===== config.mk =====
export PLATFORM = sky130hd
export DESIGN_NAME = controlador_linhas_matriz_flat
export DESIGN_NICKNAME = d
export VERILOG_FILES = /design/src/rtl/controlador_linhas_matriz_pkg.sv /design/src/rtl/controlador_linhas_matriz_if.sv /design/src/rtl/controlador_linhas_matriz_codificador.sv /design/src/rtl/controlador_linhas_matriz.sv /design/src/flat_wrapper.sv
export SDC_FILE = /design/constraint.sdc
export NUM_CORES = 1
export LEC_CHECK = 0
export ABC_AREA = 1
export CORE_UTILIZATION = 56
export DETAILED_ROUTE_END_ITERATION = 8
export PLACE_DENSITY = 0.91
export SLEW_MARGIN = 25
export SYNTH_ARGS = -nofsm -noshare
export SYNTH_HDL_FRONTEND = slang
export SYNTH_SLANG_ARGS = --single-unit

===== constraint.sdc =====
create_clock -name clk -period 1.5 [get_ports clk]
set_input_delay 0.3 -clock clk [delete_from_list [all_inputs] [get_ports clk]]
set_output_delay 0.3 -clock clk [all_outputs]
set_load 0.02 [all_outputs]

===== src/rtl/controlador_linhas_matriz_pkg.sv =====
// Shared constants and state encoding for the LED matrix row driver.
package pkg_matriz;

  localparam int NUM_COLUNAS = 7;
  localparam int NUM_LINHAS  = 5;

  typedef enum logic [1:0] {
    CARGA = 2'b00,
    VARRE = 2'b01,
    ERRO  = 2'b10
  } estado_t;

  localparam logic [1:0] MODO_CARGA = 2'b00;
  localparam logic [2:0] IDX_ULTIMA = 3'd6;

endpackage


===== src/rtl/controlador_linhas_matriz_if.sv =====
// Mode keys, column select, pattern-write port and row-side outputs of the matrix driver.
interface controlador_linhas_matriz_if;
  import pkg_matriz::*;

  logic                   ch1;
  logic                   ch0;
  logic [NUM_COLUNAS-1:0] coluna_ativa;
  logic [2:0]             endereco;
  logic [NUM_LINHAS-1:0]  dado_coluna;
  logic                   escreve;
  logic [NUM_LINHAS-1:0]  linhas;
  logic                   erro_coluna;
  logic                   quadro_completo;

  modport master (
    output ch1, ch0, coluna_ativa, endereco, dado_coluna, escreve,
    input  linhas, erro_coluna, quadro_completo
  );

  modport slave (
    input  ch1, ch0, coluna_ativa, endereco, dado_coluna, escreve,
    output linhas, erro_coluna, quadro_completo
  );
endinterface


===== src/rtl/controlador_linhas_matriz_codificador.sv =====
// Combinational decoder from the one-hot column register to a column index.
// Any code without exactly one bit set is reported as invalid.
module codificador_onehot_coluna
  import pkg_matriz::*;
(
  input  logic [NUM_COLUNAS-1:0] coluna_ativa_i,
  output logic [2:0]             idx_o,
  output logic                   valido_o
);

  always_comb begin
    idx_o    = 3'd0;
    valido_o = 1'b0;
    case (coluna_ativa_i)
      7'b0000001: begin idx_o = 3'd0; valido_o = 1'b1; end
      7'b0000010: begin idx_o = 3'd1; valido_o = 1'b1; end
      7'b0000100: begin idx_o = 3'd2; valido_o = 1'b1; end
      7'b0001000: begin idx_o = 3'd3; valido_o = 1'b1; end
      7'b0010000: begin idx_o = 3'd4; valido_o = 1'b1; end
      7'b0100000: begin idx_o = 3'd5; valido_o = 1'b1; end
      7'b1000000: begin idx_o = 3'd6; valido_o = 1'b1; end
      default:    begin idx_o = 3'd0; valido_o = 1'b0; end
    endcase
  end

endmodule


===== src/rtl/controlador_linhas_matriz.sv =====
// Row driver for a 7x5 LED matrix: pattern memory, load/scan/error FSM,
// registered row outputs and a once-per-frame pulse on the 6->0 column wrap.
module controlador_linhas_matriz
  import pkg_matriz::*;
(
  input  logic                          clk,
  input  logic                          reset,
  controlador_linhas_matriz_if.slave    bus
);

  logic [NUM_LINHAS-1:0] mem_q [NUM_COLUNAS];

  estado_t               estado_q, estado_d;
  logic [NUM_LINHAS-1:0] linhas_q, linhas_d;
  logic                  erro_q, erro_d;
  logic                  quadro_q, quadro_d;
  logic [2:0]            idx_ant_q, idx_ant_d;
  logic                  idx_ant_ok_q, idx_ant_ok_d;

  logic [2:0]            idx_s;
  logic                  valido_s;
  logic                  modo_carga_s;
  logic                  escrita_s;

  codificador_onehot_coluna u_codificador (
    .coluna_ativa_i (bus.coluna_ativa),
    .idx_o          (idx_s),
    .valido_o       (valido_s)
  );

  assign modo_carga_s = ({bus.ch1, bus.ch0} == MODO_CARGA);
  assign escrita_s    = modo_carga_s && bus.escreve && (bus.endereco <= IDX_ULTIMA);

  always_ff @(posedge clk or posedge reset) begin
    if (reset) begin
      for (int i = 0; i < NUM_COLUNAS; i++) begin
        mem_q[i] <= 5'b00000;
      end
    end else if (escrita_s) begin
      mem_q[bus.endereco] <= bus.dado_coluna;
    end else begin
      mem_q <= mem_q;
    end
  end

  // Outputs are computed from the state being entered so rows track the column on the same edge.
  always_comb begin
    estado_d     = estado_q;
    linhas_d     = 5'b00000;
    erro_d       = 1'b0;
    quadro_d     = 1'b0;
    idx_ant_d    = idx_ant_q;
    idx_ant_ok_d = 1'b0;

    if (modo_carga_s) begin
      estado_d = CARGA;
    end else if (valido_s) begin
      estado_d = VARRE;
    end else begin
      estado_d = ERRO;
    end

    case (estado_d)
      CARGA: begin
        linhas_d = 5'b00000;
      end
      VARRE: begin
        linhas_d     = mem_q[idx_s];
        quadro_d     = (estado_q == VARRE) && idx_ant_ok_q &&
                       (idx_ant_q == IDX_ULTIMA) && (idx_s == 3'd0);
        idx_ant_d    = idx_s;
        idx_ant_ok_d = 1'b1;
      end
      ERRO: begin
        linhas_d = 5'b00000;
        erro_d   = 1'b1;
      end
      default: begin
        linhas_d = 5'b00000;
        erro_d   = 1'b1;
      end
    endcase
  end

  always_ff @(posedge clk or posedge reset) begin
    if (reset) begin
      estado_q     <= CARGA;
      linhas_q     <= 5'b00000;
      erro_q       <= 1'b0;
      quadro_q     <= 1'b0;
      idx_ant_q    <= 3'd0;
      idx_ant_ok_q <= 1'b0;
    end else begin
      estado_q     <= estado_d;
      linhas_q     <= linhas_d;
      erro_q       <= erro_d;
      quadro_q     <= quadro_d;
      idx_ant_q    <= idx_ant_d;
      idx_ant_ok_q <= idx_ant_ok_d;
    end
  end

  assign bus.linhas          = linhas_q;
  assign bus.erro_coluna     = erro_q;
  assign bus.quadro_completo = quadro_q;

endmodule


===== src/flat_wrapper.sv =====
// flat-port wrapper written by rule: the top's interface ports become plain ports
module controlador_linhas_matriz_flat import pkg_matriz::*;
  (clk, reset, bus_ch1, bus_ch0, bus_coluna_ativa, bus_endereco, bus_dado_coluna, bus_escreve, bus_linhas, bus_erro_coluna, bus_quadro_completo);
  controlador_linhas_matriz_if bus_i ();
  input  logic clk;
  input  logic reset;
  input wire logic [$bits(bus_i.ch1)-1:0] bus_ch1;
  input wire logic [$bits(bus_i.ch0)-1:0] bus_ch0;
  input wire logic [$bits(bus_i.coluna_ativa)-1:0] bus_coluna_ativa;
  input wire logic [$bits(bus_i.endereco)-1:0] bus_endereco;
  input wire logic [$bits(bus_i.dado_coluna)-1:0] bus_dado_coluna;
  input wire logic [$bits(bus_i.escreve)-1:0] bus_escreve;
  output wire logic [$bits(bus_i.linhas)-1:0] bus_linhas;
  output wire logic [$bits(bus_i.erro_coluna)-1:0] bus_erro_coluna;
  output wire logic [$bits(bus_i.quadro_completo)-1:0] bus_quadro_completo;
  assign bus_i.ch1 = bus_ch1;
  assign bus_i.ch0 = bus_ch0;
  assign bus_i.coluna_ativa = bus_coluna_ativa;
  assign bus_i.endereco = bus_endereco;
  assign bus_i.dado_coluna = bus_dado_coluna;
  assign bus_i.escreve = bus_escreve;
  assign bus_linhas = bus_i.linhas;
  assign bus_erro_coluna = bus_i.erro_coluna;
  assign bus_quadro_completo = bus_i.quadro_completo;
  controlador_linhas_matriz u_core (.clk(clk), .reset(reset), .bus(bus_i));
endmodule

Yosys cells after proc, flatten, opt, wreduce, memory -nomap -nowiden. Index checks and enable logic that the tools add are counted.

Magnitude comparators: 4. Eq/ne operators: 10. Multiplexer cells: 14. Bitwise logic cells: 2. Reductions and logical operators: 11.

Operators with widths (count): 35-bit bitwise mux (1); 5-bit 2-to-1 mux (4); 3-bit one-hot mux with 6 select lines (1); 5-bit binary-select mux with 3-bit select (1); 5-bit demux with 3-bit select (1); 4-bit greater-or-equal comparator, second input constant (2); 3-bit NOT with 4-bit output (2); 7-bit by 1-bit equality test with 1-bit output, second input constant (1); 7-bit by 2-bit equality test with 1-bit output, second input constant (1); 7-bit by 3-bit equality test with 1-bit output, second input constant (1); 7-bit by 4-bit equality test with 1-bit output, second input constant (1); 7-bit by 5-bit equality test with 1-bit output, second input constant (1); 7-bit by 6-bit equality test with 1-bit output, second input constant (1); 7-bit equality test, second input constant (1); 7-bit OR reduction (1); 1-bit logical AND (6); 2-bit by 1-bit equality test with 1-bit output, second input constant (2); 2-bit zero test (2); 4-bit by 1-bit < comparator with 1-bit output, second input constant (1); 1-bit 2-to-1 mux (4); 2-bit 2-to-1 mux (2); 3-bit equality test, second input constant (1); 3-bit less-or-equal comparator, second input constant (1); 3-bit zero test (1); 2-bit OR reduction (1).

Register bits after elaboration: 48. Input bits: 20. Output and inout bits: 7. Word-level logic and storage cells: 54.

Longest topological paths before layout. Gate-level depths: netlist of run 1.

Word-level depth: 8. Mapped depth: 12. Gate-level depth less buffers: 11.

Cells and area by module. Synthesis of run 1 repeated with hierarchy kept, for this count alone.

Cells, all modules: 354. Area total of the unflattened synthesis: 2501.1 um^2.

By module, submodules not included: controlador_linhas_matriz (times used 1, cells each 312, area each 2314.7 um^2, seq. area each 1151.1 um^2); codificador_onehot_coluna (times used 1, cells each 42, area each 186.4 um^2, seq. area each 0.0 um^2).

Least setup slack after synthesis of run 1. No wires, ideal clock.

Path type: input -> register. Start point: input port bus_coluna_ativa[1]. End point: register u_core.linhas_q[0] (netlist: u_core.bus.linhas[0]). Setup time: 0.118 ns. Data arrival time: 1.192 ns. Data required time: 1.382 ns. Setup slack: 0.190 ns. Cell stages on the path: 9. Path buffers: 1. Cells stage by stage: nor2_4 > nand2_1 > nor2_2 > nor2_4 > buf_6 > nand3_1 > nand3_1 > a21oi_1 > nor2_1.

Longest elaborated chain between the ends: 7. Elaborated cells between the ends (all ways): 18. Those cells by class: 8 x eq/ne; 8 x mux; 1 x bitwise; 1 x reduce/logical.

RTL lines: start, declared (RTL line flat_wrapper.sv:9) `input wire logic [$bits(bus_i.coluna_ativa)-1:0] bus_coluna_ativa;`; 7-bit equality test (tied with other cells) (RTL line controlador_linhas_matriz_codificador.sv:14) `case (coluna_ativa_i)`; 3-bit one-hot mux with 6 select lines / 7-bit OR reduction (equally long branches); 3-bit NOT with 4-bit output (implied by the code) / 1-bit 2-to-1 mux (equally long branches) (RTL line controlador_linhas_matriz.sv:68, controlador_linhas_matriz_codificador.sv:14); 5-bit binary-select mux with 3-bit select / 2-bit 2-to-1 mux (equally long branches) (RTL line controlador_linhas_matriz.sv:68, controlador_linhas_matriz.sv:57); 5-bit 2-to-1 mux (implied by the code) / 2-bit 2-to-1 mux (equally long branches) (RTL line controlador_linhas_matriz.sv:68, controlador_linhas_matriz.sv:55); 5-bit 2-to-1 mux (implied by the code) / 2-bit by 1-bit equality test with 1-bit output (equally long branches) (RTL line controlador_linhas_matriz.sv:68, controlador_linhas_matriz.sv:63); 5-bit 2-to-1 mux (*) (RTL line controlador_linhas_matriz.sv:63) `case (estado_d)`; net u_core.linhas_d[0] (RTL line controlador_linhas_matriz.sv:14) `logic [NUM_LINHAS-1:0] linhas_q, linhas_d;`; end signal, assigned (RTL line controlador_linhas_matriz.sv:95) `linhas_q <= linhas_d;`; end, declared (RTL line controlador_linhas_matriz.sv:14).

Mark *: on every way through the listed nets, which the timed path passes. The rest lies on a longest branch. The select of a mux whose other input is x is not followed. A chain may end at the register's enable or synchronous reset.

Final worst setup path of run 1.
Start point: input port bus_ch1. End point: register u_core.mem_q[27] (netlist bit).

Longest elaborated chain between the ends: 3.

RTL lines: start, declared (RTL line flat_wrapper.sv:7) `input wire logic [$bits(bus_i.ch1)-1:0] bus_ch1;`; 2-bit zero test (RTL line controlador_linhas_matriz.sv:31) `assign modo_carga_s = ({bus.ch1, bus.ch0} == MODO_CARGA);`; 1-bit logical AND (2 in series) (RTL line controlador_linhas_matriz.sv:32) `assign escrita_s = modo_carga_s && bus.escreve && (bus.endereco <= IDX_ULTIMA);`; end signal, assigned by index (RTL line controlador_linhas_matriz.sv:40) `mem_q[bus.endereco] <= bus.dado_coluna;`; end signal, assigned (RTL line controlador_linhas_matriz.sv:42) `mem_q <= mem_q;`; end, declared (RTL line controlador_linhas_matriz.sv:11) `logic [NUM_LINHAS-1:0] mem_q [NUM_COLUNAS];`.

No other way between the ends.

==> results_dict.tcl, run 1 <==
set metrics [dict create \
    vias 2474 \
    wl_per_cell_um 17.92 \
    cts_buffer_depth 2 \
    hold_violations 0 \
    status "finished, final reports clean" \
    area_delta_synth_final_pct 37.05 \
    setup_violations 0 \
    place_area_um2 2902 \
    path_clk_slew_ns 0.09 \
    root_buffer "clkbuf_8" \
    critical_path.top_delay_family "buffers and inverters" \
    synth_area_um2 2387 \
    crit_path_max_incr_delay_ns 0.45 \
    drcViolationCount 0 \
    ir_drop_v 0.0008125 \
    fillers 221 \
    crit_slowest_cell "clkdlybuf4s50_1" \
    yosysTopAreaCell "dfrtp_1" \
    htree_levels 2 \
    grt_pass1_vias 2167 \
    syn_avg_cell_area_um2 8.148 \
    period_minus_slack_ns 1.494 \
    cap_violations 0 \
    power_uw 3140 \
    antenna_cells_inserted 0 \
    synth-seq-cells 46 \
    clkSinkCount 46 \
    die_h_um 67.29 \
    fin_area_um2 3272 \
    io_buffers 26 \
    dieArea_um2 4528 \
    finalNonFillerCells 410 \
    arrival_ns 1.66 \
    period_share 0.9957 \
    fin_skew_ns 0.003432 \
    place_inst 390 \
    core_area_um2 4058 \
    drt-pass1-iter-count 5 \
    yosysSeqAreaShare 0.4822 \
    dp_hpwl_um 4195 \
    cp-start-kind "input pin" \
    via_per_inst 6.034 \
    synth_top_cells_by_area "dfrtp_1, nand2_1, nand3_1" \
    grt_pass1_wl_um 10060 \
    cts_made_buffers 5 \
    core.rowCount 23 \
    power.density_nw_per_um2 959.6 \
    synth.top_cell.area_share 0.4822 \
    crit_chain "clkdlybuf4s50_1 -> nor2_4 -> inv_2 -> nor3_4 -> buf_6 -> nand3_4 -> nand2_1 -> o21ai_0" \
    drv_slew 0 \
    power.leakage_uw 0.001545 \
    final_util 0.8064 \
    worst_slew_pin_slew_ns 0.2918 \
    end_kind "register" \
    synth_warnings 0 \
    finalNetCount 379 \
    yosysUniqueCellTypes 26 \
    fin_setup_tns_ns 0 \
    path_class "in2reg" \
    clk-insertion-delay-late_ns 0.31 \
    final_antenna_net_count 0 \
    grt-ovfl-total 0 \
    antenna_found_initial 0 \
    syn_nets 313 \
    grt.total_usage 0.3132 \
    grt_max_degree 33 \
    ctsHoldBuffers 0 \
    initial_utilization 0.5883 \
    drt-total-wl_um 7348 \
    relSlewSlack 0.8053 \
    worstHoldPathType "in2async" \
    cts_tree "built" \
    drive_above_1_share 0.2917 \
    die_x_um 67.29 \
    cp.required_ns 1.67 \
    max_freq_ghz 0.6695 \
    gp_congestion 0.8985 \
    io_pins 27 \
    drtIter0Drc 248 \
    critPathBufInv 3 \
    synthCells 293 \
    critPathMaxFanout 5 \
]
==> cell families (layout without fill, tap and decap cells) <==
group,count (synthesis),after routing,synth area share
compound gates,46,46,0.09644
buf+inv,36,101,0.07075
simple gates,165,167,0.3506
flops,46,46,0.4822
==> timing repair <==
| action | 4_1_cts | 5_1_grt |
|---|---|---|
| endpoints found under the setup margin | 26 | 29 |
| buffers inserted | 4 | 4 |
| pin swaps | 10 | 20 |
| cloned | 3 | 1 |
| gates resized for setup | 26 | 49 |
==> worst paths after layout <==
check                                                  from                             end  slack, ns  cells after the start
worst min register to register  u_core.mem_q[9]$_DFFE_PP0P_     u_core.mem_q[9]$_DFFE_PP0P_       0.50                      2
max in group asynchronous                             reset    u_core.mem_q[14]$_DFFE_PP0P_       0.98                      3
worst min-delay path                                  reset    u_core.mem_q[17]$_DFFE_PP0P_       0.32                      3
min in group clk                u_core.mem_q[9]$_DFFE_PP0P_     u_core.mem_q[9]$_DFFE_PP0P_       0.50                      2
worst max register to register  u_core.mem_q[0]$_DFFE_PP0P_  u_core.bus.linhas[0]$_DFF_PP0_       0.40                      6
worst max-delay path                                bus_ch1    u_core.mem_q[27]$_DFFE_PP0P_      0.006                      8
==> sequential cells by signal, summed over array words and instances, names as in the netlist <==
signal                      count
u_core.bus.quadro_completo      1
u_core.idx_ant_q                3
u_core.idx_ant_ok_q             1
u_core.bus.erro_coluna          1
u_core.bus.linhas               5
u_core.mem_q                   35
==> metal layers <==
| layer | part of all wire | global-route usage | wire length, µm |
|---|---|---|---|
| met1 | 0.35 | 0.3568 | 2598 |
| met4 | 0.053 | 0.1516 | 386 |
| met5 | 0 | 0 | 0 |
| met2 | 0.51 | 0.5475 | 3717 |
| met3 | 0.088 | 0.07432 | 646 |
==> layout make-up <==
cell class	count	area (µm²)	share of cell area
Clock buffer	7	86.33	0.02639
Tap cell	50	62.56	0.01912
Sequential cell	46	1151	0.3518
Multi-Input combinational cell	213	1235	0.3774
Inverter	28	108.9	0.03327
Clock inverter	1	8.758	0.002677
Timing Repair Buffer	65	619.3	0.1893
==> worst register-to-register path: cells and delay by family (launching register included) <==
| kind | cells | cell delay [ns] |
|---|---|---|
| AND/OR/NAND/NOR | 6 | 0.63 |
| flip-flops | 1 | 0.40 |
==> metrics by stage <==
step / hold WS [ns] / setup WS, ns
after floorplan: 0.4210 / 0.1122
after global placement: 0.4678 / -0.4907
after detailed placement: 0.4785 / -0.5389
after CTS: 0.3305 / 0.002409
after global routing: 0.3413 / -0.009052
final: 0.3225 / 0.006455
==> cells in the final DEF (no fill, tap or decap), types with 4 or more instances in the layout <==
| cell | count |
|---|---|
| a21oi_1 | 18 |
| buf_4 | 27 |
| buf_6 | 6 |
| clkbuf_2 | 7 |
| clkbuf_8 | 6 |
| clkdlybuf4s50_1 | 12 |
| dfrtp_1 | 46 |
| dlygate4sd2_1 | 7 |
| inv_1 | 22 |
| inv_2 | 4 |
| nand2_1 | 51 |
| nand2_2 | 8 |
| nand3_1 | 34 |
| nand3_2 | 5 |
| nand3_4 | 7 |
| nor2_1 | 33 |
| nor2_2 | 7 |
| nor2_4 | 10 |
| o21ai_0 | 14 |
| o21ai_1 | 10 |
==> cells in the mapped netlist (all sizes together) <==
cell type	count
a21oi	21
and3	1
buf	6
clkbuf	2
dfrtp	46
inv	28
nand2	61
nand3	44
nand4	2
nor2	50
nor3	6
nor4	1
o21ai	25
==> power by group <==
part / switching (µW) / total, µW / leakage [µW] / internal (µW)
Clock: 427 / 808 / 0.0000489 / 381
Combinational: 413 / 717 / 0.000918 / 304
Sequential: 145 / 1610 / 0.000578 / 1470
Total: 985 / 3140 / 0.00154 / 2150
Note: power is estimated with default switching activity, not from simulation.
==> run 2, diff against run 1 <==
--- a/config.mk
+++ b/config.mk
@@ -13,3 +13,4 @@
 export SYNTH_ARGS = -nofsm -noshare
 export SYNTH_HDL_FRONTEND = slang
 export SYNTH_SLANG_ARGS = --single-unit
+export TNS_END_PERCENT = 5
==> results_dict.tcl, run 2 (synthesized netlist as in run 1, its figures left out) <==
set metrics [dict create \
    p_sw_uw 948.5 \
    r2r_slack_ns 0.51 \
    period_share 1.027 \
    timing.rr.start "u_core.mem_q[0]$_DFFE_PP0P_" \
    sequentialPowerShare 0.521 \
    p_sw_frac 0.3068 \
    via_per_inst 5.822 \
    wl_per_cell_um 16.83 \
    vias 2352 \
    reg2reg_to "u_core.bus.linhas[0]$_DFF_PP0_" \
    combPwrFrac 0.220 \
    finalNetCount 373 \
    holdWs_ns 0.3273 \
    drt-total-wl_um 6798 \
    io_buffers 26 \
    path_class "in2reg" \
    p_int_uw 2143 \
    io_pins 27 \
    core_area_um2 4058 \
    largest_reg_flops 35 \
    gp_congestion 0.8985 \
    final_util 0.7792 \
    final_common_cell "nand2_1" \
    hold_violations 0 \
    finalNonFillerCells 404 \
    cts_tree "built" \
    cts_buffer_depth 2 \
    fin_skew_ns 0.002724 \
    critPathMaxFanout 7 \
    drtIter0Drc 278 \
    cap_violations 0 \
    period_minus_slack_ns 1.540 \
    grt-ovfl-total 0 \
    cp.required_ns 1.70 \
    core.rowCount 23 \
    drcViolationCount 0 \
    status "complete, but fails checks" \
    ir_drop_v 0.0007239 \
    drive_above_1_share 0.2486 \
    grt_max_degree 33 \
    power.density_nw_per_um2 977.7 \
    regMostFlops "u_core.mem_q" \
    r2r_cells 6 \
    grt_pass1_vias 2133 \
    ctsHoldBuffers 0 \
    grt.total_usage 0.3016 \
    final_antenna_net_count 0 \
    die_h_um 67.29 \
    relSlewSlack 0.7660 \
    multi_input_area_um2 1187 \
    dp_hpwl_um 4195 \
    grt_pass1_wl_um 9722 \
    fin_area_um2 3162 \
    regArea_um2 1151 \
    p_clk_frac 0.259 \
    drt-pass1-iter-count 5 \
    fin_ws_ns -0.03978 \
    path_clk_slew_ns 0.08 \
    setup_violations 4 \
    initial_utilization 0.5883 \
    final_cell_mix "nand2_1, dfrtp_1, nor2_1, nand3_1, buf_4" \
    place_area_um2 2902 \
    clk-insertion-delay-late_ns 0.30 \
    place_inst 390 \
    cp-start-kind "input pin" \
    max_freq_ghz 0.6494 \
    worstHoldPathType "in2async" \
    die_x_um 67.29 \
    power.leakage_uw 0.001501 \
    failed_checks "negative setup slack" \
    worst_slew_pin_slew_ns 0.3507 \
    root_buffer "clkbuf_8" \
    drv_slew 0 \
    htree_levels 2 \
    end_kind "register" \
    antenna_cells_inserted 0 \
    clkSinkCount 46 \
    antenna_found_initial 0 \
    area_delta_synth_final_pct 32.44 \
    arrival_ns 1.74 \
    rsz0062_at_grt "true" \
    dieArea_um2 4528 \
    cts_made_buffers 5 \
    fillers 237 \
]
## run 2: cell types whose count changed in the layout (fill, tap and decap cells not counted), sizes merged
cell and delta:
clkbuf -6, buf -5, clkdlybuf4s15 +3, dlygate4sd2 +2, clkinvlp -1, inv +1
## run 2: metrics by stage
stage / TNS (ns) / setup WS, ns / total power, µW
2_1_floorplan: 0 / 0.1122 / 1987
3_3_place_gp: -10.50 / -0.4907 / 2196
3_5_place_dp: -12.40 / -0.5389 / 2240
4_1_cts: -0.03789 / -0.02550 / 3040
5_1_grt: -0.4858 / -0.1183 / 3233
6_report: -0.08532 / -0.03978 / 3091
## run 2: metal layers
layer	part of all wire	global-route usage	vias up
li1	-	-	1078
met1	0.37	0.3469	1092
met2	0.51	0.5363	152
met3	0.087	0.05405	30
met4	0.042	0.1463	0
met5	0	0	-
## run 2: cell type report
cell class              count  area share
clock buffers               7     0.02731
clock inverters             1    0.002770
inverters                  28     0.03324
multi-input cells         213      0.3755
flip-flops and latches     46      0.3641
well taps                  50     0.01979
repair buffers             59      0.1773
## run 2: power by group through the flow
stage               Combinational [µW]  Sequential, µW  Clock (µW)
floorplan                          407            1580           0
global placement                   587            1610           0
detailed placement                 622            1620           0
CTS                                637            1600         807
global route                       754            1630         853
finish                             679            1610         802
## run 2: critical path, stage by stage
cell and delay [ns]:
clkdlybuf4s15_1 0.23, nor2_4 0.22, nand2_4 0.10, nor2_4 0.15, nor2_4 0.08, bufbuf_16 0.27, nand3_1 0.10, nand3_1 0.10
a21oi_2 0.12, nor2_1 0.06
## run 2: how the worst max path moves through the flow
stage	startpoint	to	slack (ns)	depth (start not counted)
after floorplan	reset	u_core.bus.erro_coluna$_DFF_PP0_	0.11	1
after global placement	bus_coluna_ativa[2]	u_core.bus.linhas[2]$_DFF_PP0_	-0.49	12
after detailed placement	bus_coluna_ativa[2]	u_core.bus.linhas[2]$_DFF_PP0_	-0.54	12
after CTS	bus_ch0	u_core.mem_q[27]$_DFFE_PP0P_	-0.03	8
after global routing	bus_coluna_ativa[1]	u_core.bus.linhas[4]$_DFF_PP0_	-0.12	10
final	bus_coluna_ativa[1]	u_core.bus.linhas[4]$_DFF_PP0_	-0.04	10
## run 2: timing repair
item	in CTS	in global routing
pin swaps	11	12
cloned	1	2
resized for setup	27	23
setup buffers	2	1
endpoints found under the setup margin	26	21
==> run 3, diff against run 2 <==
--- a/config.mk
+++ b/config.mk
@@ -8,7 +8,7 @@
 export ABC_AREA = 1
 export CORE_UTILIZATION = 56
 export DETAILED_ROUTE_END_ITERATION = 8
-export PLACE_DENSITY = 0.91
+export PLACE_DENSITY = 0.8
 export SLEW_MARGIN = 25
 export SYNTH_ARGS = -nofsm -noshare
 export SYNTH_HDL_FRONTEND = slang
==> results_dict.tcl, run 3 (synthesized netlist as in run 1, its figures left out) <==
set metrics [dict create \
    worst_slew_pin_slew_ns 0.4844 \
    final_cell_mix "nand2_1, dfrtp_1, nand3_1" \
    grt_max_degree 21 \
    final_util 0.7808 \
    fin_skew_ns 0.003983 \
    grt_pass1_vias 1982 \
    clkSinkCount 46 \
    crit_chain "clkdlybuf4s15_1 -> nor2_2 -> nand2_2 -> nor2_4 -> nor2_4 -> bufbuf_16 -> nand3_1 -> nand3_1 -> a21oi_1 -> nor2_1" \
    crit_path_max_incr_delay_ns 0.27 \
    drv_slew 0 \
    cts_tree "built" \
    cp-start-kind "input pin" \
    drcViolationCount 0 \
    io_buffers 26 \
    drive_above_1_share 0.2493 \
    via_per_inst 5.558 \
    relSlewSlack 0.6751 \
    timing.rr.start "u_core.bus.erro_coluna$_DFF_PP0_" \
    antenna_found_initial 0 \
    final_common_cell "nand2_1" \
    r2r_slack_ns 0.56 \
    rsz0062_at_grt "true" \
    ir_drop_v 0.0006950 \
    drt-pass1-iter-count 4 \
    gp_congestion 0.8534 \
    status "finished, final reports clean" \
    area_delta_synth_final_pct 32.70 \
    critPathCapture "u_core.bus.linhas[2]$_DFF_PP0_" \
    io_pins 27 \
    cts_made_buffers 5 \
    path_clk_slew_ns 0.08 \
    drt-total-wl_um 6072 \
    max_freq_ghz 0.6808 \
    power.density_nw_per_um2 944.4 \
    dieArea_um2 4528 \
    finalNetCount 376 \
    root_buffer "clkbuf_8" \
    cp.required_ns 1.70 \
    fin_ws_ns 0.03123 \
    critPathMaxFanout 10 \
    setup_violations 0 \
    period_share 0.9792 \
    crit_slowest_cell "bufbuf_16" \
    path_class "in2reg" \
    htree_levels 2 \
    finalNonFillerCells 407 \
    final_antenna_net_count 0 \
    arrival_ns 1.67 \
    place_area_um2 2899 \
    regMostFlops "u_core.mem_q" \
    vias 2262 \
    holdWs_ns 0.2632 \
    grt_pass1_wl_um 9073 \
    period_minus_slack_ns 1.469 \
    die_x_um 67.29 \
    wl_per_cell_um 14.92 \
    hold_violations 0 \
    dpl_worst_slack_ns -0.5607 \
    reg2reg_to "u_core.bus.quadro_completo$_DFF_PP0_" \
    die_h_um 67.29 \
    fin_area_um2 3168 \
    r2r_cells 2 \
    setup.worst_path.start "bus_coluna_ativa[6]" \
    cap_violations 0 \
    grt.total_usage 0.2774 \
    drtIter0Drc 156 \
    place_inst 388 \
    core_area_um2 4058 \
    grt-ovfl-total 0 \
    clk-insertion-delay-late_ns 0.30 \
    dp_hpwl_um 4020 \
    power.leakage_uw 0.001508 \
    core.rowCount 23 \
    cts_buffer_depth 2 \
    antenna_cells_inserted 0 \
    largest_reg_flops 35 \
    fillers 290 \
    end_kind "register" \
    initial_utilization 0.5883 \
    worstHoldPathType "in2async" \
    ctsHoldBuffers 0 \
]
==> run 3: through the flow <==
stage                     TNS [ns]  power (µW)
after global placement      -10.69        2192
after CTS                  -0.1579        2964
after detailed placement    -12.66        2222
after floorplan                  0        1987
after global routing       -0.1308        3156
final                            0        2992
==> run 3: area by class of cell <==
cell class                      instances  area (µm²)  share of cell area
Tap cell                               50       62.56             0.01975
Timing Repair Buffer                   61       581.8              0.1836
Clock buffer                            6       72.57             0.02291
Inverter                               28       108.9             0.03436
Clock inverter                          2       13.76            0.004344
Multi-Input combinational cell        214        1177              0.3716
Sequential cell                        46        1151              0.3633
==> run 3: timing repair <==
| item | in CTS | in global routing |
|---|---|---|
| endpoints found under the setup margin | 24 | 22 |
| pin swaps | 7 | 11 |
| cloned | 1 | 3 |
| resized for setup | 25 | 25 |
| setup buffers | 4 | 3 |
==> run 3: worst max-delay path, delay by kind of cell <==
kind	cells	cell delay, ns
compound gates	1	0.14
buf+inv	2	0.49
simple gates	7	0.73
==> run 3: how the worst min path moves through the flow <==
stage	startpoint	to	slack (ns)	depth (start not counted)
floorplan	bus_dado_coluna[0]	u_core.mem_q[10]$_DFFE_PP0P_	0.42	2
global placement	u_core.mem_q[25]$_DFFE_PP0P_	u_core.mem_q[25]$_DFFE_PP0P_	0.47	2
detailed placement	u_core.mem_q[9]$_DFFE_PP0P_	u_core.mem_q[9]$_DFFE_PP0P_	0.48	2
CTS	reset	u_core.bus.quadro_completo$_DFF_PP0_	0.28	2
global route	reset	u_core.bus.quadro_completo$_DFF_PP0_	0.29	2
finish	reset	u_core.bus.quadro_completo$_DFF_PP0_	0.26	2
==> run 3: metal layers <==
layer  vias to the layer above  share of wire  global-route usage
met5                         -              0                   0
met2                       104           0.49              0.4650
met3                         9          0.078             0.05912
li1                       1089              -                   -
met4                         0          0.017              0.1011
met1                      1060           0.41              0.3511
==> run 3: power breakdown <==
| part | leakage, µW | switching, µW | internal [µW] |
|---|---|---|---|
| Clock | 0.0000452 | 413 | 329 |
| Combinational | 0.000886 | 365 | 293 |
| Sequential | 0.000578 | 124 | 1470 |
| Total | 0.00151 | 901 | 2090 |
